==> src/rtl/garland_pkg.sv <==
// Shared constants for the garland pattern engine: mode encodings,
// handoff/blink phase encodings and a width helper for the counters.
package garland_pkg;

  localparam logic [1:0] MODE_CHASE   = 2'd0;
  localparam logic [1:0] MODE_HANDOFF = 2'd1;
  localparam logic [1:0] MODE_BLINK   = 2'd2;
  localparam logic [1:0] MODE_OFF     = 2'd3;

  localparam logic PH_RED   = 1'b0;
  localparam logic PH_GREEN = 1'b1;

  // Bits needed to hold 0..value-1, never less than one bit.
  function automatic int minWidth(input int value);
    return (value > 1) ? $clog2(value) : 1;
  endfunction

endpackage

==> src/rtl/garland_tick.sv <==
// Pattern-step prescaler: emits a one-cycle tick every TICK_DIV enabled
// clocks. clr restarts the count and suppresses the tick on that edge.
module garland_tick
  import garland_pkg::*;
#(
  parameter int TICK_DIV = 25
) (
  input  logic clk,
  input  logic rst,
  input  logic en,
  input  logic clr,
  output logic tick
);

  localparam int CNT_W = minWidth(TICK_DIV);
  localparam logic [CNT_W-1:0] CNT_MAX = CNT_W'(TICK_DIV - 1);

  logic [CNT_W-1:0] r_cnt;
  logic             w_atMax;

  assign w_atMax = (r_cnt == CNT_MAX);
  assign tick    = en && !clr && w_atMax;

  // Count enabled cycles, wrapping to zero on the tick cycle; a clear wins over counting.
  always_ff @(posedge clk or posedge rst) begin
    if (rst) begin
      r_cnt <= '0;
    end else if (clr) begin
      r_cnt <= '0;
    end else if (en) begin
      if (w_atMax) begin
        r_cnt <= '0;
      end else begin
        r_cnt <= r_cnt + 1'b1;
      end
    end
  end

endmodule

==> src/rtl/garland_rejim_n.sv <==
// Garland pattern engine: drives a red and a green chain of N lamps in
// CHASE, HANDOFF, BLINK or OFF mode, stepping once per prescaler tick.
// All outputs are registered; a mode change restarts the pattern.
module garland_rejim_n
  import garland_pkg::*;
#(
  parameter int N         = 4,
  parameter int TICK_DIV  = 25,
  parameter int GREEN_OFS = 0
) (
  input  logic         clk,
  input  logic         rst,
  input  logic [1:0]   mode,
  input  logic         en,
  output logic [N-1:0] red,
  output logic [N-1:0] green,
  output logic         tick_out,
  output logic         r_task,
  output logic         g_task
);

  if (N < 2) begin : gBadN
    $fatal(1, "garland_rejim_n: N must be at least 2");
  end
  if (TICK_DIV < 1) begin : gBadDiv
    $fatal(1, "garland_rejim_n: TICK_DIV must be at least 1");
  end
  if (GREEN_OFS < 0 || GREEN_OFS >= N) begin : gBadOfs
    $fatal(1, "garland_rejim_n: GREEN_OFS must be in 0..N-1");
  end

  localparam int POS_W  = minWidth(N);
  localparam int POS_W1 = POS_W + 1;

  localparam logic [POS_W-1:0] LAST_POS = POS_W'(N - 1);
  localparam logic [POS_W:0]   N_EXT    = POS_W1'(N);
  localparam logic [POS_W:0]   OFS_EXT  = POS_W1'(GREEN_OFS);
  localparam logic [N-1:0]     ONE      = {{(N-1){1'b0}}, 1'b1};
  localparam logic [N-1:0]     ALL_ON   = '1;

  logic [1:0]       r_modeQ;
  logic [POS_W-1:0] r_pos;
  logic             r_phase;
  logic [N-1:0]     r_red;
  logic [N-1:0]     r_green;
  logic             r_rTask;
  logic             r_gTask;
  logic             r_tickOut;

  logic             w_modeChange;
  logic             w_tick;
  logic             w_lastPos;
  logic [POS_W-1:0] w_posWrap;
  logic [POS_W:0]   w_ofsSum;
  logic [POS_W-1:0] w_ofsIdx;

  logic [N-1:0]     w_redNext;
  logic [N-1:0]     w_greenNext;
  logic             w_rTaskNext;
  logic             w_gTaskNext;
  logic [POS_W-1:0] w_posNext;
  logic             w_phaseNext;

  assign w_modeChange = (mode != r_modeQ);
  assign w_lastPos    = (r_pos == LAST_POS);
  assign w_posWrap    = w_lastPos ? '0 : r_pos + 1'b1;

  // The green lamp index in CHASE is pos+GREEN_OFS folded back into 0..N-1.
  assign w_ofsSum = {1'b0, r_pos} + OFS_EXT;
  assign w_ofsIdx = (w_ofsSum >= N_EXT) ? POS_W'(w_ofsSum - N_EXT) : POS_W'(w_ofsSum);

  garland_tick #(
    .TICK_DIV(TICK_DIV)
  ) uTick (
    .clk (clk),
    .rst (rst),
    .en  (en),
    .clr (w_modeChange),
    .tick(w_tick)
  );

  // Compute the lamp state and position/phase that one pattern step would produce.
  always_comb begin
    w_redNext   = '0;
    w_greenNext = '0;
    w_rTaskNext = 1'b0;
    w_gTaskNext = 1'b0;
    w_posNext   = r_pos;
    w_phaseNext = r_phase;
    case (r_modeQ)
      MODE_CHASE: begin
        w_redNext   = ONE << r_pos;
        w_greenNext = ONE << w_ofsIdx;
        w_posNext   = w_posWrap;
      end
      MODE_HANDOFF: begin
        w_posNext = w_posWrap;
        if (r_phase == PH_RED) begin
          w_redNext   = ONE << (LAST_POS - r_pos);
          w_rTaskNext = 1'b1;
          if (w_lastPos) begin
            w_phaseNext = PH_GREEN;
          end
        end else begin
          w_greenNext = ONE << r_pos;
          w_gTaskNext = 1'b1;
          if (w_lastPos) begin
            w_phaseNext = PH_RED;
          end
        end
      end
      MODE_BLINK: begin
        w_phaseNext = ~r_phase;
        if (r_phase == PH_RED) begin
          w_redNext = ALL_ON;
        end else begin
          w_greenNext = ALL_ON;
        end
      end
      default: begin
        w_redNext   = '0;
        w_greenNext = '0;
      end
    endcase
  end

  // Register mode, pattern position and lamps: restart on mode change, blank in OFF, step on tick.
  always_ff @(posedge clk or posedge rst) begin
    if (rst) begin
      r_modeQ <= MODE_CHASE;
      r_pos   <= '0;
      r_phase <= PH_RED;
      r_red   <= '0;
      r_green <= '0;
      r_rTask <= 1'b0;
      r_gTask <= 1'b0;
    end else if (w_modeChange) begin
      r_modeQ <= mode;
      r_pos   <= '0;
      r_phase <= PH_RED;
      r_red   <= '0;
      r_green <= '0;
      r_rTask <= 1'b0;
      r_gTask <= 1'b0;
    end else if (r_modeQ == MODE_OFF) begin
      r_red   <= '0;
      r_green <= '0;
      r_rTask <= 1'b0;
      r_gTask <= 1'b0;
    end else if (w_tick) begin
      r_pos   <= w_posNext;
      r_phase <= w_phaseNext;
      r_red   <= w_redNext;
      r_green <= w_greenNext;
      r_rTask <= w_rTaskNext;
      r_gTask <= w_gTaskNext;
    end
  end

  // Delay the prescaler tick by one edge so it lines up with the lamp update.
  always_ff @(posedge clk or posedge rst) begin
    if (rst) begin
      r_tickOut <= 1'b0;
    end else begin
      r_tickOut <= w_tick;
    end
  end

  assign red      = r_red;
  assign green    = r_green;
  assign r_task   = r_rTask;
  assign g_task   = r_gTask;
  assign tick_out = r_tickOut;

endmodule

==> config.mk <==
export PLATFORM = sky130hd
export DESIGN_NAME = garland_rejim_n
export DESIGN_NICKNAME = d
export VERILOG_FILES = /design/src/rtl/garland_pkg.sv /design/src/rtl/garland_tick.sv /design/src/rtl/garland_rejim_n.sv
export SDC_FILE = /design/constraint.sdc
export NUM_CORES = 1
export LEC_CHECK = 0
export ABC_AREA = 1
export BUFFER_PORTS_ARGS = -buffer_cell sky130_fd_sc_hd__buf_2
export CORE_MARGIN = 3
export CORE_UTILIZATION = 60
export CTS_BUF_LIST = sky130_fd_sc_hd__clkbuf_8
export CTS_CLUSTER_DIAMETER = 30
export DETAILED_ROUTE_END_ITERATION = 8
export PLACE_DENSITY = 0.93
export REMOVE_ABC_BUFFERS = 1
export SYNTH_ARGS = -nofsm -noshare
export SYNTH_HDL_FRONTEND = slang
export SYNTH_SLANG_ARGS = --single-unit
==> constraint.sdc <==
create_clock -name clk -period 1.89 [get_ports clk]
set_clock_uncertainty 0.1 [all_clocks]
set_input_delay 0.2835 -clock clk [delete_from_list [all_inputs] [get_ports clk]]
set_output_delay 0.2835 -clock clk [all_outputs]
set_load 0.01 [all_outputs]
==> summary.md <==
| Metric | Value |
|---|---|
| Fin area | 1564 µm² |
| Max cap viols | 0 |
| # H-tree levels | 1 |
| Via count | 1223 |
| Synth top area cells | dfrtp_1 37%, nand2_1 14%, ha_1 11% |
| Fmax achieved | 0.5842 GHz |
| Top-area cell type share of the netlist area | between 30% and 40% |
| CP delay by family, top | simple AND/OR/NAND/NOR gates |
| Lkg Pwr | 0.0008666 µW |
| Status | complete, no violations |
| Crit path DAT | 1.82 ns |
| Num ports | 16 |
| Vias/cell | 5.742 |
| Commonest cells post-synth | 52 x nand2_1, 22 x nand3_1, 21 x dfrtp_1, 13 x ha_1, 12 x inv_1 |
| Period utilisation layout | 90.56% |
| Syn Inst Count | approximately 170 |
| Worst Hold Class | input port to flop |
| Max VDD drop | roughly 0.47 mV |
| CP max FO | 6 |
| CP startpoint kind | flop |
| PortBufs | 15 |
| Cell Rows | 16 |
| # nets final | 205 |
| CP max stage cell | dfrtp_1 |
| Antenna-violating nets left | 0 |
| DR WL/cell | 14.57 µm |
| Synth area leader | dfrtp_1 |
| Postcts setup bufs | 0 |
| RSZ-0062 raised after global routing | no |
| Primary FF master, synth | dfrtp_1 |
| Inserted Clock Buffers | 3 |
| Clock Path Buffers | 2 |
| Clock root cell | clkbuf_8 |
| Power per Cell Area | around 590 nW/µm² |
| WP data required | 2.00 ns |
| CP max stage delay | about 0.46 ns |
| Antenna violations before repair | 0 |
| Core area | 2102 µm² |
| Die width | between 50 and 60 µm |
| Worst-skew pair later-pin latency | about 0.26 ns |
| Fraction of layout cells with a size suffix above 1 | 25.27% |
| Placed instance area | 1508 µm² |
| Final wirelength | 3103 µm |
| CTS clk-pin slew, worst paths | 0.08 ns |
| Post-synthesis sequential area ratio | between 30% and 40% |
| Seq cells post-synth | 21 |
| Tmin final | 1.712 ns |
| Ys async rst share | between 90% and 100% |
| Tightest Pin Transition | roughly 0.40 ns |
| Most common cell in the netlist | nand2_1 |
| Grt ovf | 0 |
| DRC Markers | 0 |
| RePlAce Congestion | 0.8059 |
| Die area | 2984 µm² |
| Rel. slew slack | 73.55% |
| First-pass GRT wire length | 5416 µm |
| Final Hold Vio Count | 0 |
| Mean Syn Cell Area | 8.446 µm² |
| Largest net degree at the start of global routing | 22 |
| Endpoints failing setup | 0 |
| Setup_tns | 0 ns |
| Kind of critical path | flop to flop |
| # fillers | 145 |
| Ys Warns | 0 |
| Clk sink count | 21 |
| Area growth, synth to finish | 10.23% |
| Chip height | 54.63 µm |
| Cell breakdown of the critical path | ha_1 -> nor2_2 -> buf_4 -> nand3_2 -> nand2_1 |
| CP endpoint kind | flop |
| First drt pass iteration count | 4 |
| Vias in the first global route | 1226 |
| Hpwl dp | about 2400 µm |
| Pins over their slew limit | 0 |
| Effective utilization at floorplan | about two thirds |
| Synth unique cells | 27 |
| Critical path buffers and inverters | 1 |
| Number of diodes | 0 |
| 1st-iter DRT viols | 48 |
| CTS tree | done |
| GRT Resource Usage Total | 25.54% |
| Post-synth EDFFs | 0 |
| Mapped cell area | around 1400 µm² |
==> power by group <==
group / leakage [µW] / total (µW) / internal [µW] / switching, µW
sequential: 0.000287 / 473 / 459 / 13.9
clock: 0.0000255 / 300 / 147 / 152
combinational: 0.000554 / 156 / 51.2 / 105
==> sequential cells by signal (all words and copies together) (netlist names) <==
name / flops
uTick.r_cnt: 5
green: 4
red: 4
r_modeQ: 2
r_pos: 2
g_task: 1
r_phase: 1
r_task: 1
tick_out: 1
==> what timing repair did <==
action | in CTS | in global routing
hold endpoints to repair | 21 | 0
resized for setup | 0 | 0
hold buffers | 1 | 0
==> logic make-up (layout without fill, tap and decap cells) <==
logic type / Yosys count / after routing / share of synthesized area [%]
simple gates: 103 / 103 / 39.86
flops: 21 / 21 / 37.04
buf+inv: 21 / 39 / 6.967
fa+ha+maj: 13 / 13 / 11.46
compound gates: 7 / 7 / 2.822
xor+xnor: 3 / 3 / 1.852
==> area by class of cell <==
cell class	instances	area, µm²	area share [%]
Sequential cell	21	525.5	33.60
Multi-Input combinational cell	126	794.5	50.80
Clock inverter	1	5.005	0.3200
Inverter	17	63.81	4.080
Clock buffer	3	41.29	2.640
Timing Repair Buffer	18	100.1	6.400
Tap cell	27	33.78	2.160
==> metrics by stage <==
stage               std cells  worst slack, ns  total power, µW  hold slack (ns)  util (%)
finish                    213           0.1783            928.4          0.05943     74.40
global route              213          0.06228            972.2          0.06932     74.40
CTS                       213           0.1789            928.1          0.06286     74.40
detailed placement        208           0.2046            632.6           0.2237     71.73
global placement          208           0.3089            621.4           0.2175     71.73
floorplan                 164           0.2299            591.8           0.1600         -
==> routing by layer <==
| metal | GRT usage, % | up-vias | wire length (µm) |
|---|---|---|---|
| met5 | 0 | - | 0 |
| met4 | 11.20 | 0 | 95 |
| met3 | 3.815 | 11 | 173 |
| met2 | 47.64 | 55 | 1664 |
| met1 | 27.97 | 580 | 1169 |
| li1 | - | 577 | - |
==> path summary, 6_finish.rpt <==
kind | startpoint | to | slack (ns) | cells after the start
worst max register to register | r_modeQ[0]$_DFFE_PP0N_ | red[2]$_DFFE_PP0P_ | 0.18 | 5
worst min-delay path | mode[1] | r_modeQ[1]$_DFFE_PP0N_ | 0.06 | 1
worst max-delay path | r_modeQ[0]$_DFFE_PP0N_ | red[2]$_DFFE_PP0P_ | 0.18 | 5
max in group asynchronous | rst | green[1]$_DFFE_PP0P_ | 0.96 | 4
worst min register to register | green[3]$_DFFE_PP0P_ | green[3]$_DFFE_PP0P_ | 0.42 | 2
min in group asynchronous | rst | g_task$_DFFE_PP0P_ | 0.51 | 4
==> layout by cell type, fill, tap and decap left out, drive strengths merged <==
cell type    count
dlygate4sd3      1
o21ai            6
nand3           31
nand2           57
clkbuf           3
inv             17
xnor2            1
or2              1
nor2             8
o22ai            1
ha              13
buf             17
xor2             2
clkinv           1
nand4            4
dfrtp           21
nor3             2
(Power assumes the default switching activity.)
